## src/rtl/transport_ctrl_if.sv

```systemverilog
// Transport sequencer bus: command/tick/done inputs and request/strobe/status outputs.
// The master side drives commands and ticks; the slave side is transport_ctrl.
interface transport_ctrl_if #(
  parameter int unsigned ADDR_W = 21
);
  logic              rec_cmd;
  logic              play_cmd;
  logic              stop_cmd;
  logic              sample_tick;
  logic              store_done;
  logic              store_req;
  logic              load_req;
  logic              wr_en;
  logic              rd_en;
  logic [ADDR_W-1:0] playhead;
  logic [ADDR_W-1:0] track_len;
  logic [1:0]        state;
  logic              overflow;

  modport master (
    output rec_cmd, play_cmd, stop_cmd, sample_tick, store_done,
    input  store_req, load_req, wr_en, rd_en, playhead, track_len, state, overflow
  );

  modport slave (
    input  rec_cmd, play_cmd, stop_cmd, sample_tick, store_done,
    output store_req, load_req, wr_en, rd_en, playhead, track_len, state, overflow
  );
endinterface

```

## src/rtl/transport_ctrl.sv

```systemverilog
// Record/play/stop transport sequencer for the single-track SD store/load path.
// Define TRANSPORT_LOOP_EN to make playback wrap at end of track instead of stopping.
module transport_ctrl #(
  parameter int unsigned ADDR_W      = 21,
  parameter int unsigned MAX_SAMPLES = 1323000
) (
  input  logic             clk,
  input  logic             rst_n,
  transport_ctrl_if.slave  bus
);

  typedef enum logic [1:0] {
    S_IDLE  = 2'd0,
    S_REC   = 2'd1,
    S_FLUSH = 2'd2,
    S_PLAY  = 2'd3
  } state_t;

  localparam logic [ADDR_W-1:0] LAST_IDX = ADDR_W'(MAX_SAMPLES - 1);
  localparam logic [ADDR_W-1:0] FULL_LEN = ADDR_W'(MAX_SAMPLES);
  localparam logic [ADDR_W-1:0] ONE      = ADDR_W'(1);

  state_t            r_state,     w_state_nxt;
  logic [ADDR_W-1:0] r_playhead,  w_playhead_nxt;
  logic [ADDR_W-1:0] r_track_len, w_track_len_nxt;
  logic              r_overflow,  w_overflow_nxt;
  logic              r_store_req, w_store_req_nxt;
  logic              r_load_req,  w_load_req_nxt;
  logic              r_wr_en,     w_wr_en_nxt;
  logic              r_rd_en,     w_rd_en_nxt;

  always_ff @(posedge clk or negedge rst_n) begin
    if (!rst_n) begin
      r_state     <= S_IDLE;
      r_playhead  <= '0;
      r_track_len <= '0;
      r_overflow  <= 1'b0;
      r_store_req <= 1'b0;
      r_load_req  <= 1'b0;
      r_wr_en     <= 1'b0;
      r_rd_en     <= 1'b0;
    end else begin
      r_state     <= w_state_nxt;
      r_playhead  <= w_playhead_nxt;
      r_track_len <= w_track_len_nxt;
      r_overflow  <= w_overflow_nxt;
      r_store_req <= w_store_req_nxt;
      r_load_req  <= w_load_req_nxt;
      r_wr_en     <= w_wr_en_nxt;
      r_rd_en     <= w_rd_en_nxt;
    end
  end

  always_comb begin
    w_state_nxt     = r_state;
    w_playhead_nxt  = r_playhead;
    w_track_len_nxt = r_track_len;
    w_overflow_nxt  = r_overflow;
    w_store_req_nxt = r_store_req;
    w_load_req_nxt  = r_load_req;
    w_wr_en_nxt     = 1'b0;
    w_rd_en_nxt     = 1'b0;

    case (r_state)
      S_IDLE: begin
        // stop_cmd outranks the others yet does nothing here, so it masks them
        if (!bus.stop_cmd) begin
          if (bus.rec_cmd) begin
            w_state_nxt     = S_REC;
            w_playhead_nxt  = '0;
            w_overflow_nxt  = 1'b0;
            w_store_req_nxt = 1'b1;
          end else if (bus.play_cmd && (r_track_len != '0)) begin
            w_state_nxt    = S_PLAY;
            w_playhead_nxt = '0;
            w_load_req_nxt = 1'b1;
          end
        end
      end

      S_REC: begin
        if (bus.stop_cmd) begin
          w_state_nxt = S_FLUSH;
        end else if (bus.sample_tick) begin
          w_wr_en_nxt = 1'b1;
          if (r_playhead == LAST_IDX) begin
            w_playhead_nxt = FULL_LEN;
            w_overflow_nxt = 1'b1;
            w_state_nxt    = S_FLUSH;
          end else begin
            w_playhead_nxt = r_playhead + ONE;
          end
        end
      end

      S_FLUSH: begin
        if (bus.store_done) begin
          w_track_len_nxt = r_playhead;
          w_store_req_nxt = 1'b0;
          w_playhead_nxt  = '0;
          w_state_nxt     = S_IDLE;
        end
      end

      S_PLAY: begin
        if (bus.stop_cmd) begin
          w_state_nxt    = S_IDLE;
          w_load_req_nxt = 1'b0;
          w_playhead_nxt = '0;
        end else if (bus.sample_tick) begin
          w_rd_en_nxt = 1'b1;
          if (r_playhead == (r_track_len - ONE)) begin
            w_playhead_nxt = '0;
`ifdef TRANSPORT_LOOP_EN
            w_state_nxt    = S_PLAY;
`else
            w_load_req_nxt = 1'b0;
            w_state_nxt    = S_IDLE;
`endif
          end else begin
            w_playhead_nxt = r_playhead + ONE;
          end
        end
      end

      default: begin
        w_state_nxt = S_IDLE;
      end
    endcase
  end

  assign bus.state     = r_state;
  assign bus.playhead  = r_playhead;
  assign bus.track_len = r_track_len;
  assign bus.overflow  = r_overflow;
  assign bus.store_req = r_store_req;
  assign bus.load_req  = r_load_req;
  assign bus.wr_en     = r_wr_en;
  assign bus.rd_en     = r_rd_en;

endmodule

```

## src/flat_wrapper.sv

```systemverilog
// flat-port wrapper written by rule: the top's interface ports become plain ports
module transport_ctrl_flat 
#(
  parameter int unsigned ADDR_W      = 21,
  parameter int unsigned MAX_SAMPLES = 1323000
)
  (clk, rst_n, bus_rec_cmd, bus_play_cmd, bus_stop_cmd, bus_sample_tick, bus_store_done, bus_store_req, bus_load_req, bus_wr_en, bus_rd_en, bus_playhead, bus_track_len, bus_state, bus_overflow);
  transport_ctrl_if #(.ADDR_W(ADDR_W)) bus_i ();
  input  logic clk;
  input  logic rst_n;
  input wire logic [$bits(bus_i.rec_cmd)-1:0] bus_rec_cmd;
  input wire logic [$bits(bus_i.play_cmd)-1:0] bus_play_cmd;
  input wire logic [$bits(bus_i.stop_cmd)-1:0] bus_stop_cmd;
  input wire logic [$bits(bus_i.sample_tick)-1:0] bus_sample_tick;
  input wire logic [$bits(bus_i.store_done)-1:0] bus_store_done;
  output wire logic [$bits(bus_i.store_req)-1:0] bus_store_req;
  output wire logic [$bits(bus_i.load_req)-1:0] bus_load_req;
  output wire logic [$bits(bus_i.wr_en)-1:0] bus_wr_en;
  output wire logic [$bits(bus_i.rd_en)-1:0] bus_rd_en;
  output wire logic [$bits(bus_i.playhead)-1:0] bus_playhead;
  output wire logic [$bits(bus_i.track_len)-1:0] bus_track_len;
  output wire logic [$bits(bus_i.state)-1:0] bus_state;
  output wire logic [$bits(bus_i.overflow)-1:0] bus_overflow;
  assign bus_i.rec_cmd = bus_rec_cmd;
  assign bus_i.play_cmd = bus_play_cmd;
  assign bus_i.stop_cmd = bus_stop_cmd;
  assign bus_i.sample_tick = bus_sample_tick;
  assign bus_i.store_done = bus_store_done;
  assign bus_store_req = bus_i.store_req;
  assign bus_load_req = bus_i.load_req;
  assign bus_wr_en = bus_i.wr_en;
  assign bus_rd_en = bus_i.rd_en;
  assign bus_playhead = bus_i.playhead;
  assign bus_track_len = bus_i.track_len;
  assign bus_state = bus_i.state;
  assign bus_overflow = bus_i.overflow;
  transport_ctrl #(.ADDR_W(ADDR_W), .MAX_SAMPLES(MAX_SAMPLES)) u_core (.clk(clk), .rst_n(rst_n), .bus(bus_i));
endmodule
```

## config.mk

```make
export PLATFORM = sky130hd
export DESIGN_NAME = transport_ctrl_flat
export DESIGN_NICKNAME = d
export VERILOG_FILES = /design/src/rtl/transport_ctrl_if.sv /design/src/rtl/transport_ctrl.sv /design/src/flat_wrapper.sv
export SDC_FILE = /design/constraint.sdc
export NUM_CORES = 1
export LEC_CHECK = 0
export BUFFER_PORTS_ARGS = -buffer_cell sky130_fd_sc_hd__buf_4
export CELL_PAD_IN_SITES_DETAIL_PLACEMENT = 0
export CELL_PAD_IN_SITES_GLOBAL_PLACEMENT = 1
export CORE_MARGIN = 2
export CORE_UTILIZATION = 43
export DETAILED_ROUTE_END_ITERATION = 12
export PLACE_DENSITY_LB_ADDON = 0.05
export SETUP_SLACK_MARGIN = 0.15
export SYNTH_ARGS = -nofsm -noshare
export SYNTH_HDL_FRONTEND = slang
export SYNTH_SLANG_ARGS = --single-unit
```

## constraint.sdc

```tcl
create_clock -name clk -period 3.7 [get_ports clk]
set_input_delay 0.37 -clock clk [delete_from_list [all_inputs] [get_ports clk]]
set_output_delay 0.37 -clock clk [all_outputs]
set_load 0.05 [all_outputs]
```

# == After elaboration in Yosys (flattened, before gate mapping) ==
# Cells that the tools add are included.
# W data, S select, Z words.
# classes
n_reduce_logical,12
muxes,43
eq_ne,18
add_sub_neg,2
# ops
cell,n
$mux W21,10
$pmux W21 S4,1
$add A21 B1 Y21 const B,1
$eq A21 B21 Y1,1
$eq A21 B21 Y1 const B,1
$reduce_bool A21 Y1,1
$sub A21 B1 Y21 const B,1
$mux W2,10
$mux W1,18
$reduce_and A6 Y1,3
$ne A2 B2 Y1 const B,6
$ne A3 B2 Y1 const B,3
$pmux W2 S4,1
$reduce_and A7 Y1,1
$ne A3 B3 Y1 const B,2
$pmux W1 S2,3
$reduce_bool A2 Y1,3
$eq A2 B2 Y1 const B,2
$ne A2 B1 Y1 const B,2
$reduce_and A4 Y1,1
$eq A2 B1 Y1 const B,1
$logic_not A2 Y1,1
$reduce_and A2 Y1,1
$logic_and A1 B1 Y1,1
# word_totals
wordCells,83
in_bits,7
regBits,49
out_inout_bits,49

# == Longest topological paths before layout ==
# logic_depth
ltp_word,6
mapped_depth,12
depth_no_buf,10

# == Least setup slack after synthesis ==
# Ideal clock, no wire load.
# synth_path
path_type,reg2reg
startpoint,"reg u_core.r_track_len[0], in the netlist u_core.bus.track_len[0]"
endpoint,"reg u_core.r_playhead[6], in the netlist u_core.bus.playhead[6]"
period_less_slack_ns,3.232
arrival_ns,3.074
n_path_buf,1
required_ns,3.542
path_slack_ns,0.468
setup_ns,0.158
stages_incl_launch_ff,12
path_cell_list,dfrtp_1 -> inv_1 -> ha_1 -> or3b_2 -> a211o_1 -> o211ai_1 -> o2111ai_1 -> nor4_1 -> o2111ai_4 -> buf_6 -> a31oi_1 -> a31oi_1
# synth_via
elab_chain_len,6
elab_cells_between_ends,10
classes_between,add/sub (1); eq/ne (2); mux (4); reduce/logical (3)
# synth_lines
element,line_no,text
start: declaration,transport_ctrl.sv:25,"logic [ADDR_W-1:0] r_track_len, w_track_len_nxt;"
start signal: assignment,transport_ctrl.sv:45,r_track_len <= w_track_len_nxt;
$sub A21 B1 Y21,transport_ctrl.sv:112,if (r_playhead == (r_track_len - ONE)) begin
$eq A21 B21 Y1,transport_ctrl.sv:112,
$mux W21,transport_ctrl.sv:112,
$mux W21,transport_ctrl.sv:110,end else if (bus.sample_tick) begin
$mux W21,transport_ctrl.sv:106,if (bus.stop_cmd) begin
$pmux W21 S4,transport_ctrl.sv:64,case (r_state)
end signal: assignment,transport_ctrl.sv:44,r_playhead <= w_playhead_nxt;
end: declaration,transport_ctrl.sv:24,"logic [ADDR_W-1:0] r_playhead, w_playhead_nxt;"
# Several ways; a longest one is shown, not always the timed one. The select of a mux whose other input is x is not followed.
# A chain may end at the register's enable or synchronous reset.

# == Worst setup path after layout ==
# layout_path
startpoint,"reg u_core.r_track_len[0], in the netlist u_core.bus.track_len[0]"
endpoint,"reg u_core.r_playhead[18], in the netlist u_core.bus.playhead[18]"
# Same word-level chain as after synthesis.

==> flow_summary.toml <==
[synth]
yosys.area.top_type = "dfrtp_1"
synth_flop_cell = "dfrtp_1"
synthArstFlopShare_pct = 100.0
syn-cell-area_um2 = 3541
ys_top_cells_by_area = "dfrtp_1 35%, mux2_2 6.0%, xnor2_1 3.7%"
yosysWarnings = 0
synth_top_family_by_area = "simple AND/OR/NAND/NOR gates"
netlist_top_cells_count = "49 x dfrtp_1, 33 x nand2_1, 25 x nor2_1"
synth_adder_area_share_pct = 0.7067
synth-edff-count = 0
syn_inst = 397
synth.net_count = 406
synth_cell_type_count = 63
synth_top_area_share_pct = 34.63
synth_mux_area_share_pct = 7.951
ys_seq_elements = 49
yosysSeqAreaShare_pct = 34.63
yosysMostFrequentCell = "dfrtp_1"
syn-mean-instance-area_um2 = 8.919
synth-simple-area-share_pct = 25.65
synth-compound-area-share_pct = 19.72
synth_xor_area_share_pct = 6.184

[clock_tree]
numCtsBuffers = 5
ctsHoldBuffers = 0
ctsResizeCount = 0
cts.sinks = 49
cts_max_path_buffers = 2
clk_latency_ps = 300
cts_root_buf = "clkbuf_8"
cts_setup_buffers = 0
htree_levels = 2
clkTransAtPathRegs_ps = 100
cts_tree = "done"

[worst_setup_path]
r2r_start = "u_core.bus.track_len[0]"
cp.arrival_ps = 3460
crit_end = "u_core.bus.playhead[18]"
worst-r2r-cell-count = 10
cp.required_ps = 3870
critPathLaunch = "u_core.bus.track_len[0]"
r2r_slack_ps = 410
cp-start-kind = "flip-flop"
critical_path.endpoint_type = "flip-flop"
cp_max_fo = 8
r2r-end = "u_core.bus.playhead[18]"
criticalPathCategory = "flip-flop to flip-flop"

[final_layout]
num-fill-cells = 801
drive_above_1_share_pct = 25.62
final_area_um2 = 4124
stdcell_count = 546
multi_input_area_um2 = 2137
area_growth_syn_to_layout_pct = 16.47
diodes = 0
fin_nets = 449
final_util_pct = 50.96
seqCellArea_um2 = 1226

[place]
detailed_place_hpwl_um = 7306
portBuffers = 55
placed_area_um2 = 4028
place_congestion = 0.8815
dp.cells = 538
placement.setup.worst_slack_ps = 386.0

[routing]
wl_met1_um = 4618
top_layer = "met4"
wl_met3_um = 510
drt_pass1_iterations = 5
drtIter0Drc = 169
met2_length_um = 4720
ant_nets = 0
avgViaCountPerCell = 5.919
vias = 3232
wl_per_cell_um = 18.32
wl_um = 10010
drc = 0

[sta]
rsz0062_at_grt = "no"
fin_crit_ps = 3288
fin_skew_ps = 5.863
slew_headroom_pct = 33.20
hold_viol_final = 0
setup-tns-final_ps = 0
tightest_slew_ps = 996.5
setup_violations = 0
setup_slack_ps = 411.7
hold-worst-slack_ps = 71.26
fmax_mhz = 304.1
slew_violations = 0
period_share_pct = 88.87

[floorplanning]
dieArea_um2 = 8977
start_util_pct = 43.75
coreArea_um2 = 8093
pin_count = 56
die_y_um = 94.75
row_count = 33
die_x_um = 94.75

[worst_hold_path]
hp-class = "input pin to asynchronous set/reset pin"

[global_routing]
grt_pass1_wl_um = 16010
grt_max_degree = 50
grtUsageTotal_pct = 23.11
antenna_found_initial = 0
grt_pass1_vias = 2957
grt_overflow = 0

[run_status]
status = "complete, no violations"

[run]
cap_violations = 0

[power]
peakVddDrop_mv = 0.3420
p_total_mw = 2.265
powerDensity_nw_per_um2 = 549.1
p_leak_nw = 1.832
## cells by family after synthesis
kind of cell	count (synthesis)
and+or+nand+nor	157
xor gates and xnor gates	25
buffers and inverters	42
muxes	24
AOI/OAI and AO/OA	98
DFF	49
adders and majority gates	2
## worst min-delay path by stage
stage | start | end | slack (ps) | cells after the start
after floorplan | rst_n | u_core.bus.load_req | 70 | 0
after global placement | rst_n | u_core.bus.track_len[9] | 450 | 1
after detailed placement | rst_n | u_core.bus.track_len[7] | 450 | 1
after CTS | rst_n | u_core.bus.track_len[11] | 120 | 1
after global routing | rst_n | u_core.bus.track_len[9] | 130 | 1
final | rst_n | u_core.bus.track_len[7] | 70 | 1
## worst max-delay path: stages, from the launching register on
cell	delay [ps]
dfrtp_1	490
inv_1	100
ha_1	240
or3b_1	520
or4_4	540
a211oi_2	240
o2111ai_1	180
nor4_4	290
o21ai_2	180
o21ai_4	230
o221ai_1	150
## routing by layer
layer | track usage, % | vias to the layer above
met5 | 0 | -
met2 | 37.06 | 99
met3 | 2.394 | 15
met1 | 33.43 | 1560
li1 | - | 1558
met4 | 5.797 | 0
## state kept, by name, summed over array words and instances, names as in the netlist
| signal | count |
|---|---|
| u_core.bus.playhead | 21 |
| u_core.bus.track_len | 21 |
| u_core.bus.state | 2 |
| u_core.bus.load_req | 1 |
| u_core.bus.overflow | 1 |
| u_core.bus.rd_en | 1 |
| u_core.bus.store_req | 1 |
| u_core.bus.wr_en | 1 |
## final cells by class
| cell class | instances | share of cell area (%) |
|---|---|---|
| Multi-Input combinational cell | 306 | 51.82 |
| Sequential cell | 49 | 29.73 |
| Clock inverter | 2 | 0.3337 |
| Clock buffer | 6 | 2.002 |
| Inverter | 14 | 1.274 |
| Tap cell | 105 | 3.186 |
| Timing Repair Buffer | 64 | 11.65 |
## where the power goes
group	switching, mW	internal (mW)
registers	0.120	0.589
clock network	0.191	0.152
logic	0.770	0.443
total	1.08	1.18
## layout by cell type (no fill, tap or decap), drive strengths merged, types with 3 or more instances in the layout
cell type / n
buf: 64
dfrtp: 49
nand2: 34
o21ai: 27
nor2: 25
mux2: 20
a31oi: 20
nand3: 16
nor3: 16
xnor2: 15
inv: 14
nor4: 11
xor2: 10
nor2b: 9
o22ai: 9
a21oi: 9
nand3b: 8
nand4: 7
o211ai: 6
clkbuf: 6
or4: 6
and3: 5
o31ai: 4
and2: 4
mux2i: 4
o2111ai: 4
or3: 3
nand2b: 3
a21o: 3
o21a: 3
No activity file was read; power rests on OpenSTA's default activity.
